File: config.mk
export PLATFORM = sky130hd
export DESIGN_NAME = spi_master_flat
export DESIGN_NICKNAME = d
export VERILOG_FILES = /design/src/rtl/spi_pkg.sv /design/src/rtl/spi_master_if.sv /design/src/rtl/spi_clk_div.sv /design/src/rtl/spi_master.sv /design/src/flat_wrapper.sv
export SDC_FILE = /design/constraint.sdc
export NUM_CORES = 1
export LEC_CHECK = 0
export BUFFER_PORTS_ARGS = -buffer_cell sky130_fd_sc_hd__clkbuf_2
export CAP_MARGIN = 40
export CORE_MARGIN = 4
export CORE_UTILIZATION = 52
export DETAILED_ROUTE_END_ITERATION = 8
export PLACE_DENSITY = 0.75
export SYNTH_ARGS = -nofsm -noshare
export SYNTH_HDL_FRONTEND = slang
export SYNTH_SLANG_ARGS = --single-unit
File: constraint.sdc
create_clock -name clk_i -period 1.9 [get_ports clk_i]
set_input_delay 0.095 -clock clk_i [delete_from_list [all_inputs] [get_ports clk_i]]
set_output_delay 0.095 -clock clk_i [all_outputs]
set_load 0.005 [all_outputs]
File: src/rtl/spi_pkg.sv
// +----------------------------------------------------------------------------+
// | Module   : spi_pkg                                                          |
// | Purpose  : Shared SPI master types: FSM state encoding and mode constants.  |
// | Revision : 1.0 - initial release                                            |
// +----------------------------------------------------------------------------+
`default_nettype none

package spi_pkg;

    // SPI mode 0: SCLK idles low, data sampled on the rising edge
    localparam logic c_cpol = 1'b0;
    localparam logic c_cpha = 1'b0;

    typedef enum logic [2:0] {
        IDLE  = 3'd0,
        LEAD  = 3'd1,
        SHIFT = 3'd2,
        TRAIL = 3'd3,
        GAP   = 3'd4
    } spi_state_e;

endpackage

`default_nettype wire

File: src/rtl/spi_master_if.sv
// +----------------------------------------------------------------------------+
// | Module   : spi_master_if                                                    |
// | Purpose  : Control and serial-line bundle between SPI master and its user.  |
// | Revision : 1.0 - initial release                                            |
// +----------------------------------------------------------------------------+
`default_nettype none

interface spi_master_if #(
    parameter int DATA_W = 8
);
    logic              en_i;
    logic [DATA_W-1:0] tx_data_i;
    logic              sdi_i;
    logic              sdo_o;
    logic              sclk_o;
    logic              ss_o;
    logic [DATA_W-1:0] rx_data_o;
    logic              done_o;
    logic              busy_o;

    modport master (
        input  en_i, tx_data_i, sdi_i,
        output sdo_o, sclk_o, ss_o, rx_data_o, done_o, busy_o
    );

    modport slave (
        output en_i, tx_data_i, sdi_i,
        input  sdo_o, sclk_o, ss_o, rx_data_o, done_o, busy_o
    );
endinterface

`default_nettype wire

File: src/rtl/spi_clk_div.sv
// +----------------------------------------------------------------------------+
// | Module   : spi_clk_div                                                      |
// | Purpose  : Half-period counter giving phase ticks and SCLK rise/fall strobes.|
// | Revision : 1.0 - initial release                                            |
// +----------------------------------------------------------------------------+
`default_nettype none

module spi_clk_div #(
    parameter int HALF_DIV = 2
) (
    input  wire logic clk_i,
    input  wire logic rst_ni,
    input  wire logic i_run,
    input  wire logic i_shift,
    output logic      o_tick,
    output logic      o_rise,
    output logic      o_fall
);
    localparam logic [7:0] c_last = 8'(HALF_DIV - 1);

    logic [7:0] r_cnt;
    logic       r_phase;
    logic       w_tick;

    assign w_tick = i_run && (r_cnt == c_last);

    // Counter restarts on every tick so each FSM phase spans whole half-periods
    always_ff @(posedge clk_i or negedge rst_ni) begin
        if (!rst_ni) begin
            r_cnt   <= '0;
            r_phase <= 1'b0;
        end else begin
            if (!i_run || w_tick) begin
                r_cnt <= '0;
            end else begin
                r_cnt <= r_cnt + 8'd1;
            end

            if (!i_shift) begin
                r_phase <= 1'b0;
            end else if (w_tick) begin
                r_phase <= ~r_phase;
            end
        end
    end

    assign o_tick = w_tick;
    assign o_rise = w_tick && i_shift && !r_phase;
    assign o_fall = w_tick && i_shift &&  r_phase;

endmodule

`default_nettype wire

File: src/rtl/spi_master.sv
// +----------------------------------------------------------------------------+
// | Module   : spi_master                                                       |
// | Purpose  : Mode-0 SPI master, MSB first, back-to-back frames while enabled. |
// | Revision : 1.0 - initial release                                            |
// +----------------------------------------------------------------------------+
`default_nettype none

module spi_master
    import spi_pkg::*;
#(
    parameter int DATA_W   = 8,
    parameter int HALF_DIV = 2
) (
    input  wire logic    clk_i,
    input  wire logic    rst_ni,
    spi_master_if.master bus
);
    localparam int                c_bw   = $clog2(DATA_W + 1);
    localparam logic [c_bw-1:0]   c_bits = c_bw'(DATA_W);

    spi_state_e        r_state, w_state;
    logic [DATA_W-1:0] r_tx_sh, w_tx_sh;
    logic [DATA_W-1:0] r_rx_sh, w_rx_sh;
    logic [c_bw-1:0]   r_bit,   w_bit;
    logic              r_sdo,   w_sdo;
    logic              r_sclk,  w_sclk;
    logic              r_ss,    w_ss;
    logic [DATA_W-1:0] r_rx,    w_rx;
    logic              r_done,  w_done;
    logic              r_busy,  w_busy;

    logic w_tick, w_rise, w_fall;

    spi_clk_div #(
        .HALF_DIV (HALF_DIV)
    ) u_clk_div (
        .clk_i   (clk_i),
        .rst_ni  (rst_ni),
        .i_run   (r_state != IDLE),
        .i_shift ((r_state == LEAD) || (r_state == SHIFT)),
        .o_tick  (w_tick),
        .o_rise  (w_rise),
        .o_fall  (w_fall)
    );

    always_ff @(posedge clk_i or negedge rst_ni) begin
        if (!rst_ni) begin
            r_state <= IDLE;
            r_tx_sh <= '0;
            r_rx_sh <= '0;
            r_bit   <= '0;
            r_sdo   <= 1'b0;
            r_sclk  <= c_cpol;
            r_ss    <= 1'b1;
            r_rx    <= '0;
            r_done  <= 1'b0;
            r_busy  <= 1'b0;
        end else begin
            r_state <= w_state;
            r_tx_sh <= w_tx_sh;
            r_rx_sh <= w_rx_sh;
            r_bit   <= w_bit;
            r_sdo   <= w_sdo;
            r_sclk  <= w_sclk;
            r_ss    <= w_ss;
            r_rx    <= w_rx;
            r_done  <= w_done;
            r_busy  <= w_busy;
        end
    end

    always_comb begin
        w_state = r_state;
        w_tx_sh = r_tx_sh;
        w_rx_sh = r_rx_sh;
        w_bit   = r_bit;
        w_sdo   = r_sdo;
        w_sclk  = r_sclk;
        w_ss    = r_ss;
        w_rx    = r_rx;
        w_done  = 1'b0;

        case (r_state)
            IDLE: begin
                w_ss   = 1'b1;
                w_sclk = c_cpol;
                w_sdo  = 1'b0;
                if (bus.en_i) begin
                    w_state = LEAD;
                    w_tx_sh = bus.tx_data_i;
                    w_sdo   = bus.tx_data_i[DATA_W-1];
                    w_rx_sh = '0;
                    w_bit   = '0;
                    w_ss    = 1'b0;
                end
            end
            LEAD: begin
                if (w_rise) begin
                    w_state = SHIFT;
                    w_sclk  = 1'b1;
                    w_rx_sh = {r_rx_sh[DATA_W-2:0], bus.sdi_i};
                end
            end
            SHIFT: begin
                if (w_rise) begin
                    // After the last fall the low half-period runs out before TRAIL
                    if (r_bit == c_bits) begin
                        w_state = TRAIL;
                    end else begin
                        w_sclk  = 1'b1;
                        w_rx_sh = {r_rx_sh[DATA_W-2:0], bus.sdi_i};
                    end
                end else if (w_fall) begin
                    w_sclk = 1'b0;
                    w_bit  = r_bit + 1'b1;
                    if (r_bit != c_bits - 1'b1) begin
                        w_tx_sh = r_tx_sh << 1;
                        w_sdo   = r_tx_sh[DATA_W-2];
                    end
                end
            end
            TRAIL: begin
                if (w_tick) begin
                    w_state = GAP;
                    w_ss    = 1'b1;
                    w_sdo   = 1'b0;
                    w_rx    = r_rx_sh;
                    w_done  = 1'b1;
                end
            end
            GAP: begin
                if (w_tick) begin
                    w_state = IDLE;
                end
            end
            default: begin
                w_state = IDLE;
            end
        endcase

        w_busy = (w_state != IDLE);
    end

    assign bus.sdo_o     = r_sdo;
    assign bus.sclk_o    = r_sclk;
    assign bus.ss_o      = r_ss;
    assign bus.rx_data_o = r_rx;
    assign bus.done_o    = r_done;
    assign bus.busy_o    = r_busy;

endmodule

`default_nettype wire

File: src/flat_wrapper.sv
// flat-port wrapper written by rule: the top's interface ports become plain ports
module spi_master_flat import spi_pkg::*;
#(
    parameter int DATA_W   = 8,
    parameter int HALF_DIV = 2
)
  (clk_i, rst_ni, bus_en_i, bus_tx_data_i, bus_sdi_i, bus_sdo_o, bus_sclk_o, bus_ss_o, bus_rx_data_o, bus_done_o, bus_busy_o);
  spi_master_if #(.DATA_W(DATA_W)) bus_i ();
  input  wire logic clk_i;
  input  wire logic rst_ni;
  input wire logic [$bits(bus_i.en_i)-1:0] bus_en_i;
  input wire logic [$bits(bus_i.tx_data_i)-1:0] bus_tx_data_i;
  input wire logic [$bits(bus_i.sdi_i)-1:0] bus_sdi_i;
  output wire logic [$bits(bus_i.sdo_o)-1:0] bus_sdo_o;
  output wire logic [$bits(bus_i.sclk_o)-1:0] bus_sclk_o;
  output wire logic [$bits(bus_i.ss_o)-1:0] bus_ss_o;
  output wire logic [$bits(bus_i.rx_data_o)-1:0] bus_rx_data_o;
  output wire logic [$bits(bus_i.done_o)-1:0] bus_done_o;
  output wire logic [$bits(bus_i.busy_o)-1:0] bus_busy_o;
  assign bus_i.en_i = bus_en_i;
  assign bus_i.tx_data_i = bus_tx_data_i;
  assign bus_i.sdi_i = bus_sdi_i;
  assign bus_sdo_o = bus_i.sdo_o;
  assign bus_sclk_o = bus_i.sclk_o;
  assign bus_ss_o = bus_i.ss_o;
  assign bus_rx_data_o = bus_i.rx_data_o;
  assign bus_done_o = bus_i.done_o;
  assign bus_busy_o = bus_i.busy_o;
  spi_master #(.DATA_W(DATA_W), .HALF_DIV(HALF_DIV)) u_core (.clk_i(clk_i), .rst_ni(rst_ni), .bus(bus_i));
endmodule
[Word-level counts from Yosys, hierarchy flattened]
Cells that the tools add are included.
Cells by class
  add/sub/neg operators: 2
  equality and inequality tests: 18
  muxes and demuxes: 40
  bitwise operators: 1
  reductions and logical operators: 22
Operator list (count)
  8-bit two-way mux: 5
  7-bit two-way mux: 4
  8-bit one-hot mux with 3 select lines: 1
  3-bit two-way mux: 6
  2-bit != test, second input constant: 8
  1-bit two-way mux: 15
  3-bit one-hot mux with 5 select lines: 1
  5-bit AND reduction: 3
  7-bit one-hot mux with 2 select lines: 1
  4-bit two-way mux: 3
  3-bit nonzero test: 4
  8-bit by 1-bit adder with 8-bit output, second input constant: 1
  8-bit by 1-bit equality test with 1-bit output, second input constant: 1
  4-bit one-hot mux with 2 select lines: 1
  4-bit AND reduction: 2
  3-bit by 2-bit equality test with 1-bit output, second input constant: 2
  3-bit != test, second input constant: 2
  1-bit one-hot mux with 3 select lines: 2
  4-bit by 1-bit adder with 4-bit output, second input constant: 1
  4-bit equality test, second input constant: 1
  1-bit logical AND: 4
  4-bit by 3-bit != test with 1-bit output, second input constant: 1
  2-bit AND reduction: 2
  2-bit nonzero test: 2
  other kinds (8): 10
Word-level totals
  register bits after elaboration: 44
  output and inout bits: 13

[Logic depth before layout (Yosys ltp)]
Gate-level depths: netlist of the first run.
  word-level depth: 7
  depth in mapped cells: 8
  mapped depth without buffers: 6

[Hierarchy]
From an unflattened synthesis of the first run, not the netlist that was laid out.
Unflattened totals
  cell total of the unflattened synthesis: 219
  area total of the unflattened synthesis: 2140.8 µm²
By module, submodules not included
  spi_master: times used 1, cells each 171, area each 1662.8 µm², sequential area each 877.1 µm²
  spi_clk_div: times used 1, cells each 48, area each 478.0 µm², sequential area each 225.2 µm²

[Worst setup path after synthesis of the first run]
No wires, ideal clock.
  path kind: register to register
  start point: register u_core.u_clk_div.r_cnt[1]
  end point: register u_core.r_sdo (netlist: u_core.bus.sdo_o)
  data arrival time: 1.836 ns
  required time: 1.773 ns
  setup slack: -0.064 ns
  cell stages (with the launch flop): 8
  cells stage by stage: dfrtp_1 -> inv_1 -> ha_1 -> or3b_2 -> clkbuf_1 -> o32ai_2 -> nand3_1 -> mux2_1
Between the ends
  longest elaborated chain between the ends: 6
  elaborated cells between the ends (all ways): 9
  classes of those cells: eq/ne (4); reduce/logical (5)
Ends and longest elaborated chain
  start: declaration: RTL line spi_clk_div.sv:21  | logic [7:0] r_cnt;
  start signal: assignment: RTL line spi_clk_div.sv:36  | r_cnt <= r_cnt + 8'd1;
  8-bit by 1-bit equality test with 1-bit output *: RTL line spi_clk_div.sv:25  | assign w_tick = i_run && (r_cnt == c_last);
  1-bit logical AND *: RTL line spi_clk_div.sv:25
  1-bit logical AND: RTL line spi_clk_div.sv:48, spi_clk_div.sv:49
  1-bit logical AND, on equally long branches: RTL line spi_clk_div.sv:49, spi_clk_div.sv:48
  2-bit != test (no line)
  5-bit AND reduction (no line) *
  end signal: assignment: RTL line spi_master.sv:63  | r_sdo <= w_sdo;
  end: declaration: RTL line spi_master.sv:25  | logic r_sdo, w_sdo;
Every way passes the cells marked *; elsewhere a longest branch is shown, timed or not.
A chain may end at the register's enable or synchronous reset.

[Final worst setup path of the first run]
  start point: register u_core.u_clk_div.r_cnt[4]
  end point: register u_core.r_sdo (netlist: u_core.bus.sdo_o)
The elaborated chain is that of the path after synthesis.

==> flow_metrics.py, run 1 <==
metrics = {
    "finish": {
        "nets": 259,
        "final_cell_mix": "42 x dfrtp_1, 26 x buf_4, 24 x clkbuf_2",
        "drive_gt1_share_pct": 38.93,
        "area_delta_synth_final_pct": 24.19,
        "antenna_cells": 0,
        "layout_commonest_cell": "dfrtp_1",
    },
    "worst_hold_path": {
        "holdPathStages": 2,
        "hp-class": "in2reg",
        "min_from": "bus_sdi_i",
    },
    "setup_path": {
        "endpoint_kind": "flop",
        "worstSetupStartpoint": "u_core.u_clk_div.r_cnt[4]",
        "start_kind": "flop",
        "r2r_slack_ns": -0.06,
        "slowest_delay_ns": 0.58,
        "worst_ep_arrival_time_ns": 2.14,
        "path_cells": "or4_4 -> buf_6 -> o32ai_2 -> nand3_1 -> mux2_4",
        "cpMaxStageDelayCell": "or4_4",
        "rr_worst_depth": 5,
        "worstSetupPathType": "reg2reg",
        "regToRegStartpoint": "u_core.u_clk_div.r_cnt[4]",
        "worstPathMaxFanout": 6,
        "crit_path_end": "u_core.bus.sdo_o",
        "r2r-end": "u_core.bus.sdo_o",
        "cp_data_required_time_ns": 2.08,
    },
    "power": {
        "p_clk_share_pct": 15.6,
        "powerDensity_nw_per_um2": 1305,
        "seqPwrFrac_pct": 36.4,
        "p_leak_nw": 1.321,
        "power_mw": 3.547,
        "switching_share_pct": 35.86,
        "p_sw_mw": 1.272,
        "vdd_drop_max_uv": 664.8,
        "power.share.combinational_pct": 48.0,
        "p_int_mw": 2.275,
    },
    "floorplanning": {
        "coreArea_um2": 4029,
        "rows": 23,
        "io_pins": 25,
        "die_w_um": 72.87,
        "die_y_um": 72.87,
        "die_area_um2": 5310,
        "initial_core_util_pct": 54.32,
    },
    "timing": {
        "worst_pin_slew_ns": 0.5420,
        "fin_skew_ns": 0.007652,
        "finalWorstSetupSlack_ns": -0.06203,
        "final_max_slew_viol_count": 0,
        "fmax_mhz": 509.7,
        "setup_violations": 11,
        "fin_crit_ns": 1.962,
        "fin_crit_sh_pct": 103.3,
        "slew-limit-headroom_pct": 63.87,
        "rsz0062_at_grt": "true",
        "hold_viol_final": 0,
    },
    "route": {
        "drc_errors": 0,
        "viasPerCell": 5.500,
        "first_pass_iters": 4,
        "post_drt_wl_per_cell_um": 15.87,
        "wl_met3_um": 211,
        "ant_nets": 0,
        "totalWireLength_mm": 4.667,
        "wl_met2_mm": 2.250,
        "top_layer": "met4",
        "drt_iter0_markers": 98,
        "via_count": 1617,
        "wl_met1_mm": 2.116,
    },
    "logic_synthesis": {
        "synth-seq-cells": 44,
        "seq_area_frac_synth_pct": 50.37,
        "synth-edff-count": 0,
        "synthTopCellsByArea": "dfrtp_1 49%, mux2_2 6.2%, mux2_4 4.8%",
        "yosysTopAreaCell": "dfrtp_1",
        "synthAdderAreaFrac_pct": 2.287,
        "synth_compound_area_share_pct": 11.44,
        "synthMuxAreaShare_pct": 11.95,
        "async_flop_share_pct": 100.0,
        "synth_top_area_share_pct": 49.17,
        "synth.cell_area_um2": 2188,
        "yosys.area_share.simple_pct": 15.84,
        "synth_xor_area_share_pct": 4.002,
        "synthesis.nets": 208,
        "synth-warning-count": 0,
        "synth_top_family_by_area": "simple AND/OR/NAND/NOR gates",
        "synth_cell_types": 49,
        "avgSynthCellArea_um2": 11.40,
        "synthCells": 192,
        "synth_flop_cell": "dfrtp_1",
    },
    "global_route": {
        "grt_usage_pct": 18.67,
        "first_global_vias": 1611,
        "grt_pass1_wl_mm": 7.562,
        "grt-ovfl-total": 0,
        "grt_max_degree": 45,
        "antenna_found_initial": 0,
    },
    "clocking": {
        "insertion_delay_ns": 0.30,
        "cts_max_level": 2,
        "cts_max_path_buffers": 2,
        "cts_buffers": 5,
        "cts.sink_count": 44,
        "cts-root-buf": "clkbuf_8",
        "tritoncts": "built",
        "clkTransAtPathRegs_ns": 0.07,
    },
    "placement": {
        "gp_congestion": 0.8179,
        "pre_cts_slack_ns": -0.07553,
        "port_buffers": 24,
        "dp_hpwl_mm": 3.166,
    },
    "status": {
        "violations": "setup timing",
        "status": "complete, but fails checks",
    },
    "job": {
        "drv_cap": 0,
    },
}
[Yosys cell counts, types with 2 or more instances]
cell type,n
a21oi_1,6
a22o_1,8
a31oi_1,2
buf_2,3
buf_4,2
clkbuf_1,5
dfrtp_1,43
ha_1,4
inv_1,8
mux2_2,12
mux2_4,7
nand2_1,13
nand3_1,5
nand3b_1,3
nor2_1,17
nor3_1,3
nor4_1,3
o21ai_0,9
xnor2_1,7
xor2_1,3
[routing by layer]
metal / vias up / GRT usage [%]
met1: 796 / 24.80
met5: - / 0
li1: 778 / -
met4: 0 / 7.582
met3: 6 / 4.545
met2: 37 / 29.36
[registers in the layout (all words and copies together), names as in the netlist, 3 cells and up]
signal                  cells
u_core.r_state              3
u_core.r_tx_sh              7
u_core.r_bit                4
u_core.r_rx_sh              8
u_core.bus.rx_data_o        8
u_core.u_clk_div.r_cnt      8
[cell type report]
| type | instances | area [µm²] |
|---|---|---|
| Clock buffer | 7 | 76.32 |
| Clock inverter | 1 | 5.005 |
| Fill cell | 315 | 1311 |
| Inverter | 8 | 30.03 |
| Multi-Input combinational cell | 130 | 1081 |
| Sequential cell | 44 | 1104 |
| Tap cell | 50 | 62.56 |
| Timing Repair Buffer | 54 | 359.1 |
[power groups by stage]
stage	sequential (mW)	clock, mW	combinational [mW]
after CTS	1.29	0.570	1.56
after global routing	1.31	0.609	1.85
after global placement	1.29	0	1.45
after detailed placement	1.30	0	1.49
final	1.29	0.554	1.70
after floorplan	1.28	0	1.04
[worst max-delay path: cells and delay by family (launching register included)]
| family | cells | cell delay (ns) |
|---|---|---|
| simple gates | 2 | 0.71 |
| flops | 1 | 0.43 |
| mux | 1 | 0.31 |
| compound gates | 1 | 0.26 |
| buf+inv | 1 | 0.15 |
[what timing repair did]
action,in CTS,in global routing
endpoints found under the setup margin,18,36
cloned,0,1
pin swaps,4,7
hold buffers,1,0
hold endpoints to repair,43,0
resized for setup,8,14
buffers inserted,2,5
[logic make-up (layout without fill, tap and decap cells)]
family          after synthesis  count (layout)
fa+ha+maj                     4               4
buf+inv                      19              70
xor+xnor                     10              10
flops                        44              44
mux                          21              21
compound gates               32              32
simple gates                 62              63
[metrics by stage]
| step | area, µm² | utilization (%) | hold slack, ns | setup TNS [ns] | cells |
|---|---|---|---|---|---|
| finish | 2718 | 67.45 | 0.03192 | -0.1458 | 294 |
| floorplan | 2195 | - | -0.2006 | -0.02968 | 192 |
| CTS | 2646 | 65.68 | 0.02774 | -0.06872 | 290 |
| global route | 2718 | 67.45 | 0.03371 | -1.239 | 294 |
| detailed placement | 2496 | 61.96 | 0.2055 | -0.8995 | 279 |
| global placement | 2496 | 61.96 | 0.2003 | -0.2922 | 279 |
[how the worst min path moves through the flow]
stage	slack (ns)	endpoint
after floorplan	-0.20	u_core.bus.busy_o
after global placement	0.20	u_core.u_clk_div.r_cnt[4]
after detailed placement	0.21	u_core.bus.busy_o
after CTS	0.03	u_core.r_rx_sh[0]
after global routing	0.03	u_core.r_rx_sh[0]
final	0.03	u_core.r_rx_sh[0]
Power figures use the tool's default switching activity.
==> run 2, diff against run 1 <==
--- a/config.mk
+++ b/config.mk
@@ -11,6 +11,7 @@
 export CORE_UTILIZATION = 52
 export DETAILED_ROUTE_END_ITERATION = 8
 export PLACE_DENSITY = 0.75
+export SKIP_LAST_GASP = 1
 export SYNTH_ARGS = -nofsm -noshare
 export SYNTH_HDL_FRONTEND = slang
 export SYNTH_SLANG_ARGS = --single-unit
==> run 2 against run 1 <==
  * The run still ends with setup timing left
  * First-iteration DRC count grew 27%
  * Setup slack gained 0.026 ns
  * Largest cell class unchanged
  * Largest power group unchanged
  * Combinational power is essentially flat
  * Fmax grew 1.3%
  * Critical path type unchanged
  * Clock-buffer cell count is the same
  * Critical endpoint is now u_core.r_rx_sh[2]
  * Via count grew 1.2%
  * Register-to-register slack gained 0.03 ns
  * Sequential share of layout area grew 0.26 points
  * Power shrank 0.55%
  * Routed wire length shrank 0.84%
  * Cell count is the same
==> flow_metrics.py, run 2 (same netlist as run 1, synthesis figures left out) <==
metrics = {
    "status": {
        "status": "complete, but fails checks",
        "violations": "setup timing",
    },
    "timing": {
        "hold_viol_final": 0,
        "rsz0062_at_grt": "true",
        "setup_violations": 8,
        "slew-limit-headroom_pct": 63.86,
        "fmax_mhz": 516.5,
        "worst_pin_slew_ns": 0.5421,
        "final_max_slew_viol_count": 0,
        "fin_crit_sh_pct": 101.9,
        "fin_crit_ns": 1.936,
        "setup_tns_ns": -0.1771,
        "fin_skew_ns": 0.006860,
        "finalWorstSetupSlack_ns": -0.03610,
    },
    "route": {
        "drt_iter0_markers": 124,
        "drc_errors": 0,
        "post_drt_wl_per_cell_um": 15.74,
        "viasPerCell": 5.568,
        "ant_nets": 0,
        "via_count": 1637,
        "first_pass_iters": 4,
        "totalWireLength_mm": 4.628,
    },
    "clocking": {
        "cts-root-buf": "clkbuf_8",
        "cts_max_level": 2,
        "clkTransAtPathRegs_ns": 0.07,
        "tritoncts": "built",
        "cts_buffers": 5,
        "cts.sink_count": 44,
        "insertion_delay_ns": 0.29,
        "cts_max_path_buffers": 2,
    },
    "job": {
        "drv_cap": 0,
    },
    "global_route": {
        "grt_max_degree": 45,
        "first_global_vias": 1611,
        "antenna_found_initial": 0,
        "grt_pass1_wl_mm": 7.562,
        "grt_usage_pct": 18.67,
        "grt-ovfl-total": 0,
    },
    "power": {
        "vdd_drop_max_uv": 628.7,
        "seqPwrFrac_pct": 36.5,
        "switching_share_pct": 36.11,
        "powerDensity_nw_per_um2": 1307,
        "power_mw": 3.528,
        "p_clk_share_pct": 15.7,
        "power.share.combinational_pct": 47.8,
        "p_sw_mw": 1.274,
        "p_leak_nw": 1.299,
        "p_int_mw": 2.254,
    },
    "setup_path": {
        "crit_path_end": "u_core.r_rx_sh[2]",
        "worstPathMaxFanout": 8,
        "worst_ep_arrival_time_ns": 2.17,
        "r2r-end": "u_core.r_rx_sh[2]",
        "cp_data_required_time_ns": 2.13,
        "rr_worst_depth": 5,
        "cpMaxStageDelayCell": "or4_4",
        "path_cells": "or4_4 -> nor3_4 -> and4bb_1 -> buf_6 -> a22o_1",
        "regToRegStartpoint": "u_core.u_clk_div.r_cnt[4]",
        "worstSetupStartpoint": "u_core.u_clk_div.r_cnt[4]",
        "worstSetupPathType": "reg2reg",
        "r2r_slack_ns": -0.04,
        "endpoint_kind": "flop",
        "slowest_delay_ns": 0.59,
        "start_kind": "flop",
    },
    "floorplanning": {
        "coreArea_um2": 4029,
        "die_y_um": 72.87,
        "die_area_um2": 5310,
        "die_w_um": 72.87,
        "rows": 23,
        "initial_core_util_pct": 54.32,
        "io_pins": 25,
    },
    "placement": {
        "dp_hpwl_mm": 3.166,
        "gp_congestion": 0.8179,
        "port_buffers": 24,
        "pre_cts_slack_ns": -0.07553,
    },
    "finish": {
        "layout_commonest_cell": "dfrtp_1",
        "final_cell_mix": "42 x dfrtp_1, 27 x buf_4, 24 x clkbuf_2",
        "antenna_cells": 0,
        "nets": 259,
        "fin_util_pct": 67.02,
        "drive_gt1_share_pct": 39.34,
        "area_delta_synth_final_pct": 23.38,
    },
    "worst_hold_path": {
        "holdPathStages": 2,
        "hp-class": "in2reg",
    },
}
==> run 2: repair_timing <==
| item | CTS | global route |
|---|---|---|
| hold buffers | 1 | 0 |
| hold endpoints to repair | 43 | 0 |
| cloned | 0 | 1 |
| setup endpoints to repair | 18 | 36 |
| pin swaps | 2 | 13 |
| buffers inserted | 2 | 5 |
| gates resized for setup | 8 | 9 |
==> run 2: per-layer routing <==
layer  up-vias  track usage [%]  share of wire (%)
met5         -                0                  0
met4         0            7.582                1.9
met3         6            4.545                5.0
met2        52            29.36                 48
met1       800            24.80                 45
li1        779                -                  -
==> run 2: how the worst min path moves through the flow <==
| stage | startpoint | slack [ns] | end |
|---|---|---|---|
| final | bus_sdi_i | 0.03 | u_core.r_rx_sh[0] |
| after global routing | bus_sdi_i | 0.03 | u_core.r_rx_sh[0] |
| after CTS | bus_sdi_i | 0.03 | u_core.r_rx_sh[0] |
| after detailed placement | rst_ni | 0.21 | u_core.bus.busy_o |
| after global placement | rst_ni | 0.20 | u_core.u_clk_div.r_cnt[4] |
| after floorplan | rst_ni | -0.20 | u_core.bus.busy_o |
==> run 2: metrics by stage <==
step,hold slack (ns),cell area [µm²],std cells
floorplan,-0.2006,2195,192
global placement,0.2003,2496,279
detailed placement,0.2055,2496,279
CTS,0.02774,2646,290
global route,0.03056,2700,294
finish,0.02825,2700,294
==> run 2: worst max-delay path, delay by kind of cell, from the launching register on <==
kind            cells  cell delay (ns)
simple gates        3             1.15
flops               1             0.44
buf+inv             1             0.15
compound gates      1             0.13
==> run 2: power by group through the flow <==
| stage | combinational [mW] | clock [mW] | sequential [mW] |
|---|---|---|---|
| floorplan | 1.04 | 0 | 1.28 |
| global placement | 1.45 | 0 | 1.29 |
| detailed placement | 1.49 | 0 | 1.30 |
| CTS | 1.57 | 0.570 | 1.29 |
| global route | 1.82 | 0.609 | 1.31 |
| finish | 1.69 | 0.554 | 1.29 |
==> run 2: cell type report <==
type	count	area, µm²
Fill cell	315	1329
Sequential cell	44	1104
Multi-Input combinational cell	130	1067
Timing Repair Buffer	54	355.3
Clock buffer	7	76.32
Tap cell	50	62.56
Inverter	8	30.03
Clock inverter	1	5.005
==> run 3, diff against run 2 <==
--- a/config.mk
+++ b/config.mk
@@ -10,7 +10,7 @@
 export CORE_MARGIN = 4
 export CORE_UTILIZATION = 52
 export DETAILED_ROUTE_END_ITERATION = 8
-export PLACE_DENSITY = 0.75
+export PLACE_DENSITY_LB_ADDON = 0.05
 export SKIP_LAST_GASP = 1
 export SYNTH_ARGS = -nofsm -noshare
 export SYNTH_HDL_FRONTEND = slang
==> run 3 against run 2 <==
  * The run still ends with setup timing left
  * Global-route usage rose by 0.99 points
  * Die area did not move
  * Non-clock buffer count rose by 5
  * Critical endpoint is now u_core.r_tx_sh[3]
  * Design area rose by 5.0%
  * Combinational power rose by 9%
==> flow_metrics.py, run 3 (same netlist as run 1, synthesis figures left out) <==
metrics = {
    "finish": {
        "layout_commonest_cell": "dfrtp_1",
        "design_area_um2": 2835,
        "area_delta_synth_final_pct": 29.56,
        "nets": 263,
        "nFillCells": 303,
        "fin_util_pct": 70.37,
        "multi_input_area_um2": 1107,
        "regArea_um2": 1102,
        "final_cell_mix": "43 x dfrtp_1, 28 x buf_4, 24 x clkbuf_2",
        "antenna_cells": 0,
        "fin_cells": 298,
        "drive_gt1_share_pct": 42.34,
    },
    "setup_path": {
        "cp_data_required_time_ns": 2.09,
        "endpoint_kind": "flop",
        "start_kind": "flop",
        "rr_worst_depth": 7,
        "worst_ep_arrival_time_ns": 2.11,
        "cpMaxStageDelayCell": "dfrtp_1",
        "worstSetupPathType": "reg2reg",
        "path_cells": "buf_4 -> nor4_4 -> nand2_2 -> buf_6 -> o41ai_4 -> buf_6 -> mux2_2",
        "r2r-end": "u_core.r_tx_sh[3]",
        "regToRegStartpoint": "u_core.u_clk_div.r_cnt[6]",
        "path_buf_inv": 3,
        "critPathTopFamily": "buffers and inverters",
        "slowest_delay_ns": 0.39,
        "worstPathMaxFanout": 7,
        "r2r_slack_ns": -0.02,
        "crit_top_cell": "buf_6",
    },
    "floorplanning": {
        "initial_core_util_pct": 54.32,
        "die_area_um2": 5310,
        "rows": 23,
        "die_y_um": 72.87,
        "io_pins": 25,
        "coreArea_um2": 4029,
        "die_w_um": 72.87,
    },
    "clocking": {
        "cts-root-buf": "clkbuf_8",
        "cts_buffers": 5,
        "tritoncts": "built",
        "cts_max_level": 2,
        "clkTransAtPathRegs_ns": 0.09,
        "cts_max_path_buffers": 2,
        "cts.sink_count": 44,
        "insertion_delay_ns": 0.29,
    },
    "route": {
        "first_pass_iters": 6,
        "viasPerCell": 5.517,
        "via_count": 1644,
        "drt_iter0_markers": 69,
        "totalWireLength_mm": 4.745,
        "ant_nets": 0,
        "drc_errors": 0,
        "post_drt_wl_per_cell_um": 15.92,
    },
    "power": {
        "vdd_drop_max_uv": 703.8,
        "powerDensity_nw_per_um2": 1361,
        "power_mw": 3.859,
        "p_leak_nw": 1.359,
    },
    "timing": {
        "worst_pin_slew_ns": 0.5496,
        "hold_viol_final": 0,
        "final_max_slew_viol_count": 0,
        "fin_crit_sh_pct": 101.1,
        "finalWorstSetupSlack_ns": -0.02063,
        "slew-limit-headroom_pct": 63.36,
        "rsz0062_at_grt": "true",
        "fin_skew_ns": 0.007579,
        "setup_violations": 4,
        "fmax_mhz": 520.7,
        "fin_crit_ns": 1.921,
    },
    "placement": {
        "gp_congestion": 0.8519,
        "dpl_cell_area_um2": 2496,
        "dp_hpwl_mm": 3.041,
        "port_buffers": 24,
        "placedCellCount": 279,
        "pre_cts_slack_ns": -0.08918,
    },
    "worst_hold_path": {
        "min_from": "bus_tx_data_i[0]",
        "holdPathStages": 3,
        "hold_end": "u_core.r_tx_sh[0]",
        "hp-class": "in2reg",
    },
    "status": {
        "status": "complete, but fails checks",
        "violations": "setup timing",
    },
    "global_route": {
        "grt_pass1_wl_mm": 8.079,
        "grt_max_degree": 45,
        "first_global_vias": 1693,
        "grt-ovfl-total": 0,
        "antenna_found_initial": 0,
        "grt_usage_pct": 19.66,
    },
    "job": {
        "drv_cap": 0,
    },
}
## run 3: how the worst max path moves through the flow
stage | start | to | depth (start not counted)
after global routing | u_core.u_clk_div.r_cnt[6] | u_core.r_tx_sh[3] | 7
after global placement | u_core.u_clk_div.r_cnt[5] | u_core.r_rx_sh[0] | 5
after floorplan | u_core.u_clk_div.r_cnt[1] | u_core.bus.sdo_o | 7
after CTS | u_core.u_clk_div.r_cnt[5] | u_core.r_bit[3] | 6
after detailed placement | u_core.u_clk_div.r_cnt[1] | u_core.bus.sdo_o | 6
final | u_core.u_clk_div.r_cnt[6] | u_core.r_tx_sh[3] | 7
## run 3: final cells by class
class	instances	share of cell area (%)
Clock buffer	5	2.427
Clock inverter	3	1.677
Inverter	8	1.059
Multi-Input combinational cell	129	39.06
Sequential cell	44	38.88
Tap cell	50	2.207
Timing Repair Buffer	59	14.70
## run 3: stage by stage
stage / TNS [ns] / hold slack, ns
final: -0.03178 / 0.02552
after global routing: -1.027 / 0.02159
after CTS: -0.1101 / 0.01484
after detailed placement: -0.5717 / 0.2008
after global placement: -0.3183 / 0.1924
after floorplan: -0.02968 / -0.2006
## run 3: where the power goes
group / switching (mW) / internal (mW) / leakage (nW)
Clock: 0.328 / 0.396 / 0.0583
Sequential: 0.130 / 1.16 / 0.569
Combinational: 0.899 / 0.943 / 0.731
Total: 1.36 / 2.50 / 1.36
## run 3: layer usage
metal  GRT usage, %  share of wire [%]  vias up
met1          25.78                 45      802
li1               -                  -      792
met4          5.123                1.2        0
met2          33.07                 50       46
met3          4.270                4.6        4
met5              0                  0        -
## run 3: tightest hold or removal path, cell delays in order
cell and delay [ns]:
clkbuf_2 0.08, nand3_1 0.05, o21ai_0 0.06
## run 3: what timing repair did
item	in CTS	in global routing
setup buffers	8	3
endpoints found under the hold margin	43	0
endpoints found under the setup margin	20	30
hold buffers	1	0
resized for setup	14	15
pin swaps	4	8
